`config.mk`:
```
export PLATFORM = sky130hd
export DESIGN_NAME = seg7_scan_decoder
export DESIGN_NICKNAME = d
export VERILOG_FILES = /design/src/rtl/seg7_pkg.sv /design/src/rtl/seg7_pattern_dec.sv /design/src/rtl/seg7_scan_decoder.sv
export SDC_FILE = /design/constraint.sdc
export NUM_CORES = 1
export LEC_CHECK = 0
export CELL_PAD_IN_SITES_DETAIL_PLACEMENT = 0
export CELL_PAD_IN_SITES_GLOBAL_PLACEMENT = 1
export CORE_ASPECT_RATIO = 1.2
export CORE_MARGIN = 2
export CORE_UTILIZATION = 43
export DETAILED_ROUTE_END_ITERATION = 8
export GPL_TIMING_DRIVEN = 0
export PLACE_DENSITY = 0.83
export SETUP_SLACK_MARGIN = 0.15
export SLEW_MARGIN = 10
export SYNTH_ARGS = -nofsm -noshare
export SYNTH_HDL_FRONTEND = slang
export SYNTH_SLANG_ARGS = --single-unit
```
`constraint.sdc`:
```
create_clock -name clk -period 6.35 [get_ports clk]
set_input_delay 1.5875 -clock clk [delete_from_list [all_inputs] [get_ports clk]]
set_output_delay 1.5875 -clock clk [all_outputs]
set_load 0.02 [all_outputs]
```
`src/rtl/seg7_pkg.sv`:
```
// Shared definitions for the 7-segment scan decoder.
//   - Active-low segment patterns {g,f,e,d,c,b,a} for hex digits 0..F
//   - SEG_BLANK: all segments off
//   - seg7_state_e: debounce FSM state encoding
package seg7_pkg;

  localparam logic [6:0] SEG_0     = 7'b1000000;
  localparam logic [6:0] SEG_1     = 7'b1111001;
  localparam logic [6:0] SEG_2     = 7'b0100100;
  localparam logic [6:0] SEG_3     = 7'b0110000;
  localparam logic [6:0] SEG_4     = 7'b0011001;
  localparam logic [6:0] SEG_5     = 7'b0010010;
  localparam logic [6:0] SEG_6     = 7'b0000010;
  localparam logic [6:0] SEG_7     = 7'b1111000;
  localparam logic [6:0] SEG_8     = 7'b0000000;
  localparam logic [6:0] SEG_9     = 7'b0010000;
  localparam logic [6:0] SEG_A     = 7'b0001000;
  localparam logic [6:0] SEG_B     = 7'b0000011;
  localparam logic [6:0] SEG_C     = 7'b1000110;
  localparam logic [6:0] SEG_D     = 7'b0100001;
  localparam logic [6:0] SEG_E     = 7'b0000110;
  localparam logic [6:0] SEG_F     = 7'b0001110;
  localparam logic [6:0] SEG_BLANK = 7'b1111111;

  typedef enum logic [1:0] {
    ST_IDLE  = 2'd0,
    ST_TRACK = 2'd1,
    ST_HELD  = 2'd2
  } seg7_state_e;

endpackage

```
`src/rtl/seg7_pattern_dec.sv`:
```
// Combinational 7-segment pattern decoder.
//   pat_i    [6:0] active-low segments {g,f,e,d,c,b,a}
//   hit_o          pattern is one of the 16 hex glyphs
//   blank_o        pattern is all-off and blank support is built in
//   nibble_o [3:0] decoded value (0 when hit_o is low)
// Build option: SEG7_DEC_BLANK_EN reports the all-off pattern as blank
// instead of leaving it an undecodable pattern.
module seg7_pattern_dec
  import seg7_pkg::*;
(
  input  logic [6:0] pat_i,
  output logic       hit_o,
  output logic       blank_o,
  output logic [3:0] nibble_o
);

  always_comb begin
    hit_o    = 1'b1;
    nibble_o = 4'h0;
    case (pat_i)
      SEG_0:   nibble_o = 4'h0;
      SEG_1:   nibble_o = 4'h1;
      SEG_2:   nibble_o = 4'h2;
      SEG_3:   nibble_o = 4'h3;
      SEG_4:   nibble_o = 4'h4;
      SEG_5:   nibble_o = 4'h5;
      SEG_6:   nibble_o = 4'h6;
      SEG_7:   nibble_o = 4'h7;
      SEG_8:   nibble_o = 4'h8;
      SEG_9:   nibble_o = 4'h9;
      SEG_A:   nibble_o = 4'hA;
      SEG_B:   nibble_o = 4'hB;
      SEG_C:   nibble_o = 4'hC;
      SEG_D:   nibble_o = 4'hD;
      SEG_E:   nibble_o = 4'hE;
      SEG_F:   nibble_o = 4'hF;
      default: hit_o    = 1'b0;
    endcase
  end

`ifdef SEG7_DEC_BLANK_EN
  assign blank_o = (pat_i == SEG_BLANK);
`else
  assign blank_o = 1'b0;
`endif

endmodule

```
`src/rtl/seg7_scan_decoder.sv`:
```
// Receive end of a multiplexed 7-segment bus: synchronizes the scanned
// segment/anode lines, debounces each digit slot and keeps a decoded
// per-digit register file.
//   clk, rst_n    clock, asynchronous active-low reset
//   hex   [6:0]   segments {g..a}, active-low, asynchronous
//   AN    [N-1:0] anodes, active-low, asynchronous
//   clr           synchronous clear of digits/valid/err
//   digits[4N-1:0] decoded nibbles, digit i at [4i+3:4i]
//   valid [N-1:0] digit holds a decoded value
//   err   [N-1:0] sticky undecodable-pattern flag
//   upd, upd_idx  one-cycle accept pulse and the accepted digit index
//   dbg_state_o   current debounce FSM state (seg7_state_e encoding)
// Build option: SEG7_DEC_BLANK_EN (see seg7_pattern_dec).
//
// Accept timing: a sample must be seen STABLE_CNT times in a row (the counter
// tracks repeats of s against the previous sample p); the register file and
// upd update on the edge after the last matching sample.
module seg7_scan_decoder
  import seg7_pkg::*;
#(
  parameter int NUM_DIGITS = 8,
  parameter int STABLE_CNT = 4,
  localparam int IDXW = $clog2(NUM_DIGITS)
) (
  input  logic                    clk,
  input  logic                    rst_n,
  input  logic [6:0]              hex,
  input  logic [NUM_DIGITS-1:0]   AN,
  input  logic                    clr,
  output logic [4*NUM_DIGITS-1:0] digits,
  output logic [NUM_DIGITS-1:0]   valid,
  output logic [NUM_DIGITS-1:0]   err,
  output logic                    upd,
  output logic [IDXW-1:0]         upd_idx,
  output logic [1:0]              dbg_state_o
);

  localparam int SW = NUM_DIGITS + 7;
  localparam int CW = $clog2(STABLE_CNT + 1);
  localparam logic [CW-1:0] CNT_ONE = CW'(1);
  localparam logic [CW-1:0] CNT_ACC = CW'(STABLE_CNT - 1);
  localparam logic [CW-1:0] CNT_MAX = CW'(STABLE_CNT);

  // Synchronizers and previous-sample register; reset to the idle bus (all off)
  logic [6:0]            hex_s1_q, hex_s2_q;
  logic [NUM_DIGITS-1:0] an_s1_q, an_s2_q;
  logic [SW-1:0]         p_q;
  logic [SW-1:0]         s;

  always_ff @(posedge clk or negedge rst_n) begin
    if (!rst_n) begin
      hex_s1_q <= '1;
      hex_s2_q <= '1;
      an_s1_q  <= '1;
      an_s2_q  <= '1;
      p_q      <= '1;
    end else begin
      hex_s1_q <= hex;
      hex_s2_q <= hex_s1_q;
      an_s1_q  <= AN;
      an_s2_q  <= an_s1_q;
      p_q      <= s;
    end
  end

  assign s = {an_s2_q, hex_s2_q};

  // A sample qualifies only when exactly one anode is driven low
  logic            qual;
  logic [IDXW-1:0] idx;
  int              n_low;

  always_comb begin
    n_low = 0;
    idx   = '0;
    for (int i = 0; i < NUM_DIGITS; i++) begin
      if (!an_s2_q[i]) begin
        n_low = n_low + 1;
        idx   = IDXW'(i);
      end
    end
    qual = (n_low == 1);
  end

  logic       dec_hit, dec_blank;
  logic [3:0] dec_nib;

  seg7_pattern_dec u_dec (
    .pat_i    (hex_s2_q),
    .hit_o    (dec_hit),
    .blank_o  (dec_blank),
    .nibble_o (dec_nib)
  );

  // Debounce FSM
  seg7_state_e state_q, state_d;
  logic [CW-1:0] cnt_q, cnt_d;
  logic          accept;

  always_ff @(posedge clk or negedge rst_n) begin
    if (!rst_n) begin
      state_q <= ST_IDLE;
      cnt_q   <= '0;
    end else begin
      state_q <= state_d;
      cnt_q   <= cnt_d;
    end
  end

  always_comb begin
    state_d = state_q;
    cnt_d   = cnt_q;
    accept  = 1'b0;
    case (state_q)
      ST_IDLE: begin
        if (qual) begin
          state_d = ST_TRACK;
          cnt_d   = CNT_ONE;
        end else begin
          cnt_d = '0;
        end
      end
      ST_TRACK: begin
        if (!qual) begin
          state_d = ST_IDLE;
          cnt_d   = '0;
        end else if (s == p_q) begin
          if (cnt_q == CNT_ACC) begin
            accept  = 1'b1;
            state_d = ST_HELD;
          end
          if (cnt_q != CNT_MAX) cnt_d = cnt_q + CNT_ONE;
        end else begin
          cnt_d = CNT_ONE;
        end
      end
      ST_HELD: begin
        // An unchanged pattern never re-triggers an accept
        if (s != p_q) begin
          if (qual) begin
            state_d = ST_TRACK;
            cnt_d   = CNT_ONE;
          end else begin
            state_d = ST_IDLE;
            cnt_d   = '0;
          end
        end
      end
      default: begin
        state_d = ST_IDLE;
        cnt_d   = '0;
      end
    endcase
  end

  // Register file; clr applies first so a same-cycle accept keeps its digit
  logic [4*NUM_DIGITS-1:0] digits_q, digits_d;
  logic [NUM_DIGITS-1:0]   valid_q, valid_d, err_q, err_d;
  logic                    upd_q, upd_d;
  logic [IDXW-1:0]         upd_idx_q, upd_idx_d;

  always_comb begin
    digits_d  = digits_q;
    valid_d   = valid_q;
    err_d     = err_q;
    upd_d     = 1'b0;
    upd_idx_d = upd_idx_q;
    if (clr) begin
      digits_d = '0;
      valid_d  = '0;
      err_d    = '0;
    end
    if (accept) begin
      upd_d     = 1'b1;
      upd_idx_d = idx;
      if (dec_blank) begin
        valid_d[idx] = 1'b0;
      end else if (dec_hit) begin
        digits_d[4*idx +: 4] = dec_nib;
        valid_d[idx]         = 1'b1;
      end else begin
        valid_d[idx] = 1'b0;
        err_d[idx]   = 1'b1;
      end
    end
  end

  always_ff @(posedge clk or negedge rst_n) begin
    if (!rst_n) begin
      digits_q  <= '0;
      valid_q   <= '0;
      err_q     <= '0;
      upd_q     <= 1'b0;
      upd_idx_q <= '0;
    end else begin
      digits_q  <= digits_d;
      valid_q   <= valid_d;
      err_q     <= err_d;
      upd_q     <= upd_d;
      upd_idx_q <= upd_idx_d;
    end
  end

  assign digits      = digits_q;
  assign valid       = valid_q;
  assign err         = err_q;
  assign upd         = upd_q;
  assign upd_idx     = upd_idx_q;
  assign dbg_state_o = state_q;

endmodule

```
==> results of run 1 <==
==> power groups by stage <==
stage               Clock, mW  Sequential, mW  Combinational, mW
finish                  0.584           0.694              0.256
global route            0.625           0.697              0.288
CTS                     0.601           0.694              0.257
detailed placement          0           0.705              0.257
global placement            0           0.704              0.247
floorplan                   0           0.705              0.180
==> stage by stage <==
stage	cell area (um2)	cells
6_report	6350	703
5_1_grt	6350	703
4_1_cts	6350	703
3_5_place_dp	6020	687
3_3_place_gp	6000	686
2_1_floorplan	5100	459
==> registers in the layout, indices dropped and copies added (netlist names) <==
name,cells
hex_s2_q,7
dbg_state_o,2
p_q,15
upd_idx,3
digits,32
cnt_q,3
valid,8
an_s1_q,8
err,8
hex_s1_q,7
an_s2_q,8
upd,1
==> cell type report <==
cell class	count	area [um2]	area share, %
Sequential cell	102	2610	41.1
Multi-Input combinational cell	309	2290	36.1
Timing Repair Buffer	71	726	11.4
Clock buffer	11	264	4.16
Tap cell	157	196	3.09
Buffer	32	140	2.21
Clock inverter	5	61.3	0.966
Inverter	16	60.1	0.946
==> worst register-to-register path, delay by kind of cell (launching register included) <==
kind | cells | cell delay (ns)
buffers and inverters | 3 | 0.38
XOR/XNOR | 1 | 0.16
adder cells (fa/ha/maj) | 6 | 1.86
AND/OR/NAND/NOR | 8 | 1.15
AO/OA/AOI/OAI | 5 | 0.76
multiplexers | 1 | 0.21
flip-flops | 1 | 0.59
==> cells in the mapped netlist (all sizes together), types with 7 or more instances <==
library cell / n / area [um2]
o22ai: 7 / 43.8
xor2: 13 / 114
nand2b: 54 / 338
clkbuf: 21 / 78.8
dfrtp: 57 / 1430
buf: 11 / 61.3
nor2b: 12 / 75.1
xnor2: 15 / 131
a21oi: 8 / 40.0
mux2i: 44 / 453
nand3: 8 / 40.0
nand4: 16 / 119
nor3: 8 / 45.0
nor2: 19 / 71.3
dfstp: 45 / 1180
nor4: 7 / 43.8
ha: 12 / 150
inv: 16 / 60.1
nand2: 16 / 60.1
==> kinds of logic (layout without fill, tap and decap cells) <==
family                   count (synthesis)  in the layout  share of synthesized area, %
buffers and inverters                   48            135                          3.92
adder cells (fa/ha/maj)                 12             12                          2.94
multiplexers                            45             45                          9.10
AND/OR/NAND/NOR                        170            170                          20.1
AO/OA/AOI/OAI                           53             53                          7.48
XOR/XNOR                                29             29                          5.30
flip-flops                             102            102                          51.1
==> path summary, 6_finish.rpt <==
kind	depth (start not counted)	slack [ns]	end	from
setup / recovery	24	1.08	digits[1]	an_s2_q[1]
hold / removal	0	0.35	hex_s2_q[1]	hex_s1_q[1]
setup reg to reg	24	1.08	digits[1]	an_s2_q[1]
hold reg to reg	0	0.35	hex_s2_q[1]	hex_s1_q[1]
max in group asynchronous	2	4.46	p_q[2]	rst_n
min in group asynchronous	1	1.22	err[3]	rst_n
==> routing by layer <==
metal	track usage [%]	vias to the layer above
li1	-	1773
met1	24.4	1806
met2	29.2	108
met3	4.47	23
met4	7.89	0
met5	0	-
==> flow_results.org, run 1 <==
** Run status
- The run finished with clean final reports.

** Worst setup path
- Data on the critical path is required at its endpoint by 6.55 ns.
- Delay of the slowest cell on the worst path :: 0.59 ns
- Top cell by count, worst path :: sky130_fd_sc_hd__ha_1
- Cells traversed along the worst timing path :: inv_1 > ha_1 > xnor2_1 > ha_1 > nand2b_1 > nand2_1 > ha_1 > nand2b_1 > nand2_1 > ha_1 > nor2_1 > a31oi_1 > a41oi_1 > inv_1 > ha_1 > nor2_1 > a21oi_1 > ha_1 > o31ai_1 > a31oi_1 > nor3_2 > buf_4 > nand4_1 > mux2i_1
- CP max stage cell :: sky130_fd_sc_hd__dfstp_2
- Top fanout value on the critical path :: 10
- Kind of cell with the highest combined delay on the critical path :: adder cells
- Startpoint class of the critical path :: flip-flop
- Arrival time at the worst endpoint :: 5.47 ns
- Endpoint type of the worst setup path :: flip-flop
- Worst setup path category :: reg -> reg
- Together, buffers and inverters on the worst path number 3.

** GRT
- Global routing used 18.6% of the available tracks.
- For this run the aggregate overflow at the end of global routing stands at 0.
- The number of global-route vias before repair is 3,688.
- The first global-routing pass estimated 18,200 um of wire.
- Entering global routing, the biggest net connects 61 pins.
- Antenna violations before repair :: 0

** STA
- Fin crit period :: 5.27 ns
- Measured against its own limit, the worst slew margin works out to 55.0%.
- Final hold viol count :: 0
- Slew Viols, Final :: 0
- Max frequency :: 190 MHz
- The clock arrives with 0.00957 ns of skew.
- In the finished design, the share of the clock period the worst path needs comes to 83.0%.
- Worst path setup slack after routing :: 1.08 ns
- Setup repair after global routing left no endpoint under its margin.
- Setup violations remaining at the end of the flow were counted as 0.
- Tightest Pin Transition :: 0.675 ns
- Sum of negative setup slack :: 0 ns
- Worst hold-check slack :: 0.355 ns

** Floorplanning
- Placeable Area :: 11,600 um2
- The floorplan has 43 rows.
- Floorplan die width :: 103 um
- I/O Pins :: 72
- Measured along the y axis, the die boundary spans 123 um.
- For this configuration, the core starts out at a cell density of 44.1%.
- The die covers 12,800 um2.

** Routing
- The routed design uses 491 um of met3 wire.
- Iteration-0 DRC Markers :: 199
- Met2 wirelength from detailed routing :: 5370 um
- M1 WL :: 4860 um
- Dividing the detail-routed via count by the number of cells gives 5.28.
- Overall via count from detail_route :: 3,710
- Residual antenna-violating net count after detailed routing :: 0
- Total DRC errors in the routed layout :: 0
- After detailed routing, no signal wire sits above met4.
- The first detailed-routing pass took 5 iterations.
- Wires add up to 11,000 um.
- In the final routed layout, each cell accounts on average for 15.7 um.

** Layout
- The net count of the finished layout is 571.
- The number of antenna diodes in the final layout is 0.
- Utilization of the core after routing :: 54.9%
- Leaving out fill and tap cells, the most frequent cell in the layout is sky130_fd_sc_hd__clkdlybuf4s50_1.
- Leading cell types in the layout, fill and taps excluded :: sky130_fd_sc_hd__clkdlybuf4s50_1, sky130_fd_sc_hd__dfrtp_1, sky130_fd_sc_hd__nand2b_1
- From synthesis to final layout, the design area changed by 24.5%.
- Counting the fill cells in the layout gives 991.
- The post-route netlist has 15.2% of its cells at a drive strength greater than 1.

** Clock network
- Number of buffers created by CTS :: 9
- Post-CTS repair changed the size of 0 cells.
- TritonCTS built the clock tree.
- The later pin in the worst-skew pair is clocked with a latency of 0.35 ns.
- The H-tree was split into 3 levels.
- Buffers added to address setup during post-CTS repair amount to 0.
- Clock transition at path regs :: 0.07 ns
- The clock net in this run drives a total of 102 sinks.
- In this run the clock root is driven by a sky130_fd_sc_hd__clkbuf_16.
- Hold-fix buffers at CTS :: 0
- Buffer depth of the longest clock path :: 2

** Logic synthesis
- Post-synth EDFFs :: 0
- Number of flip-flops and latches in the synthesized netlist :: 102
- After synthesis, the mean cell area works out to 11.1 um2.
- Post-synthesis net count :: 489
- Yosys printed 0 warnings.
- Gate count of the mapped netlist :: 459
- Seq/Total Area, Yosys :: 51.1%
- After synthesis, the netlist uses 60 different library cells.
- Async set-reset flop share out of synthesis :: 100%
- The most used flip-flop cell after synthesis is sky130_fd_sc_hd__dfrtp_1.
- Syn Std Cell Area :: 5100 um2

** Worst hold path
- Worst hold path type :: reg -> reg

** Power and ir drop
- Pint :: 1.13 mW
- For this design the ratio of total power to cell area is 242 nW/um2.
- Per report_power, the combinational group accounts for 16.7% of the total.
- VDD sags by at most 134 uV.
- Sw power :: 405 uW
- Fraction of power consumed by sequential logic :: 45.2%
- Overall Power :: 1.53 mW
- Clock network fraction of total power :: 38.1%
- Leakage power :: 2.73 nW
- Net switching is 26.4% of the power.

** Place
- Routability-driven placement finished with a final weighted congestion of 0.880.
- The count of buffers added on input and output ports is 70.
- Detailed placer's ending HPWL :: 8110 um
- At the placement stage, the worst setup path has a slack of 1.05 ns.

** Job
- Max Cap Violations :: 0
Note: power is estimated with default switching activity, not from simulation.
==> inputs of run 2 (changes only) <==
==> constraint.sdc (replaced) <==
create_clock -name clk -period 5.4 [get_ports clk]
set_input_delay 1.35 -clock clk [delete_from_list [all_inputs] [get_ports clk]]
set_output_delay 1.35 -clock clk [all_outputs]
set_load 0.02 [all_outputs]
==> run 2 against run 1 <==
Non-clock buffer count up 9. Power up 20%. Cell count up 1.3%. Clock-buffer cell count unchanged. Utilization up 1.0 points. Global-route usage up 0.083 points. Highest routed layer unchanged. Clock power up 18%. Wire length up 2.5%. Largest cell class unchanged.
==> flow_results.org, run 2 (synthesized netlist as in run 1, its figures left out) <==
** Floorplanning
- The area enclosed by the die boundary is 12,800 um2 (unchanged).
- Floorplan die width :: 103 um (unchanged)
- The height of the die was 123 um (unchanged).
- Placeable Area :: 11,600 um2 (unchanged)
- I/O Pins :: 72 (unchanged)
- The floorplan row count was 43 (unchanged).
- Initial cell density of the core :: 44.1% (unchanged)

** Layout
- The combined area of the multi-input logic cells came to 2330 um2 (+1.6%).
- The utilization of the core after routing came to 55.9% (+1.0 points).
- Compared with the post-synthesis result, the final layout area differs by 26.7%.
- The final net count came to 580 (+1.6%).
- Post-Layout Inst Area :: 6460 um2 (+1.8%)
- The area taken by flip-flops and latches is 2610 um2 (unchanged).
- Fraction of layout instances using a drive strength above 1 :: 17.3% (+2.1 points)
- In the layout the commonest cells are sky130_fd_sc_hd__clkdlybuf4s50_1, sky130_fd_sc_hd__dfrtp_1, sky130_fd_sc_hd__nand2b_1.
- The fill cell instance count of the final layout came to 984 (-0.71%).
- The number of flip-flops under the largest register name came to 32 (unchanged).
- Leaving out fill and tap cells, the most frequent cell in the layout is sky130_fd_sc_hd__clkdlybuf4s50_1.
- The number of diodes added for antenna fixing came to 0 (unchanged).

** STA
- Worst path setup slack after routing :: 0.380 ns (-0.703 ns)
- The actual slew at the worst max-slew pin was 0.720 ns (+0.0450 ns).
- Worst-case clock skew :: 0.0104 ns (+0.000850 ns)
- Final hold viol count :: 0 (unchanged)
- Sum of negative setup slack :: 0 ns (unchanged)
- The worst relative slew slack is 52.0% (-3.0 points).
- The final hold slack was 0.355 ns (+0.0000770 ns).
- The fraction of the cycle the final worst path needs came to 93.0% (+10 points).
- The highest clock rate is 199 MHz (+4.9%).
- Total setup violations reported at the end of the flow :: 0 (unchanged)
- Fin crit period :: 5.02 ns (-0.247 ns)
- Setup repair after global routing could not meet its margin everywhere.
- Slew Viols, Final :: 0 (unchanged)

** GRT
- Met3 Resource Use GR :: 4.35% (-0.11 points)
- Grt ovf :: 0 (unchanged)
- Antenna violations before repair :: 0 (unchanged)
- All-Layer GR Usage :: 18.6% (+0.083 points)
- The first-pass GRT wire length is 18,200 um (+0.38%).
- Gr busiest metal :: met2
- The number of global-route vias before repair is 3,703 (+0.41%).
- The global-route met1 utilization came to 24.4% (+0.074 points).
- The met2 routing resource usage after global routing is 29.7% (+0.52 points).
- Maximum number of pins on one net before global-route repair :: 61 (unchanged)

** Routing
- Overall via count from detail_route :: 3,759 (+1.3%)
- Via-per-instance ratio :: 5.28 (about the same)
- Post-detailed-route wirelength per cell :: 15.9 um (+1.2%)
- The sum of routed wire length over all layers is 11,300 um (+2.5%).
- The count of unresolved DRC violations after routing came to 0 (unchanged).
- Iteration-0 DRC Markers :: 181 (-9.0%)
- Residual antenna-violating net count after detailed routing :: 0 (unchanged)
- The number of iterations in the first detailed-routing pass is 4 (-1).

** Run status
- Status :: finished clean

** Worst setup path
- Total buffers and inverters traversed by the critical path :: 4 (+1)
- Origin of the critical flop-to-flop path :: an_s2_q[1]
- The count of cells along the worst register-to-register path was 25 (+4.2%).
- Delay of the slowest cell on the worst path :: 0.59 ns (about the same)
- The worst setup path is launched from a flip-flop.
- The slowest stage of the critical path is the sky130_fd_sc_hd__dfstp_2 cell.
- Top cell by count, worst path :: sky130_fd_sc_hd__ha_1
- Arrival time at the worst endpoint :: 5.25 ns (-0.22 ns)
- Critical Path RT :: 5.63 ns (-0.92 ns)
- The internal reg-to-reg setup slack was 0.38 ns (-0.70 ns).
- The worst register-to-register path ends at upd_idx[2].
- Worst setup path category :: reg -> reg
- On the critical path the largest part of the delay comes from adder cells.
- Top fanout value on the critical path :: 7 (-3)
- The worst setup path is captured at a flip-flop.

** Place
- Placement-stage worst setup slack :: 0.0983 ns (-0.950 ns)
- The number of buffer cells added on primary ports was 70 (unchanged).
- The area after detailed placement is 6020 um2 (unchanged).
- The HPWL after detailed placement came to 8110 um (unchanged).
- Global placement routability congestion :: 0.880 (unchanged)

** Clock network
- Clock network latency to the later pin of the worst-skew pair :: 0.35 ns (about the same)
- The total clock sinks came to 102 (unchanged).
- Root cell of the clock tree :: sky130_fd_sc_hd__clkbuf_16
- The number of buffers added to fix hold violations after cts is 0 (unchanged).
- The total clock buffers created by CTS was 9 (unchanged).
- Clock transition at path regs :: 0.07 ns (about the same)
- CTS tree :: built
- Buffer depth of the longest clock path :: 2 (unchanged)
- Clock H-tree levels :: 3 (unchanged)

** Power and ir drop
- The cell area power density was 284 nW/um2 (+17%).
- The cell leakage power was 2.78 nW (+1.6%).
- The maximum VDD drop came to 158 uV (+18%).

** Worst hold path
- The cell depth of the worst hold path is 0 (unchanged).
- The min-delay analysis places its worst path in the category reg -> reg.
- The worst hold path terminates at hex_s2_q[1].
- The worst hold path begins at hex_s1_q[1].

** Job
- The total of max-cap violations came to 0 (unchanged).
-- run 2: cell types whose count changed in the layout (fill, tap and decap cells not counted), sizes merged --
cell / change
buf: +7
clkbuf: +2
-- run 2: how the worst max path moves through the flow --
stage                          start              to  slack (ns)  cells after the start
after floorplan           an_s2_q[0]      upd_idx[2]        0.77                     24
after global placement         rst_n          err[5]       -0.59                      1
after global routing      an_s2_q[1]      digits[17]        0.10                     26
after CTS                 an_s2_q[1]  dbg_state_o[0]        0.20                     25
after detailed placement  an_s2_q[0]       digits[1]         0.1                     24
final                     an_s2_q[1]      upd_idx[2]        0.38                     25
-- run 2: through the flow --
step                power [mW]  cells
CTS                       1.83    705
global placement          1.12    686
global route              1.92    712
detailed placement        1.13    687
floorplan                 1.04    459
finish                    1.83    712
-- run 2: area by class of cell --
class / instances / share of cell area (%)
Sequential cell: 102 / 40.4
Multi-Input combinational cell: 309 / 36.0
Timing Repair Buffer: 80 / 12.2
Clock buffer: 11 / 4.08
Tap cell: 157 / 3.04
Buffer: 32 / 2.38
Clock inverter: 5 / 0.948
Inverter: 16 / 0.929
-- run 2: where the power goes --
group | internal (mW) | total [mW] | switching, mW
Sequential | 0.801 | 0.815 | 0.0141
Clock | 0.403 | 0.688 | 0.285
Combinational | 0.140 | 0.330 | 0.190
-- run 2: per-layer routing --
metal / share of wire [%] / vias to the layer above
met5: 0 / -
met4: 2.4 / 0
met3: 4.4 / 21
met2: 49 / 105
met1: 44 / 1839
li1: - / 1794
-- run 2: timing repair --
item	4_1_cts	5_1_grt
setup endpoints to repair	17	56
hold endpoints to repair	0	0
gates cloned	0	1
pin swaps	0	3
setup buffers	2	6
resized for setup	1	12
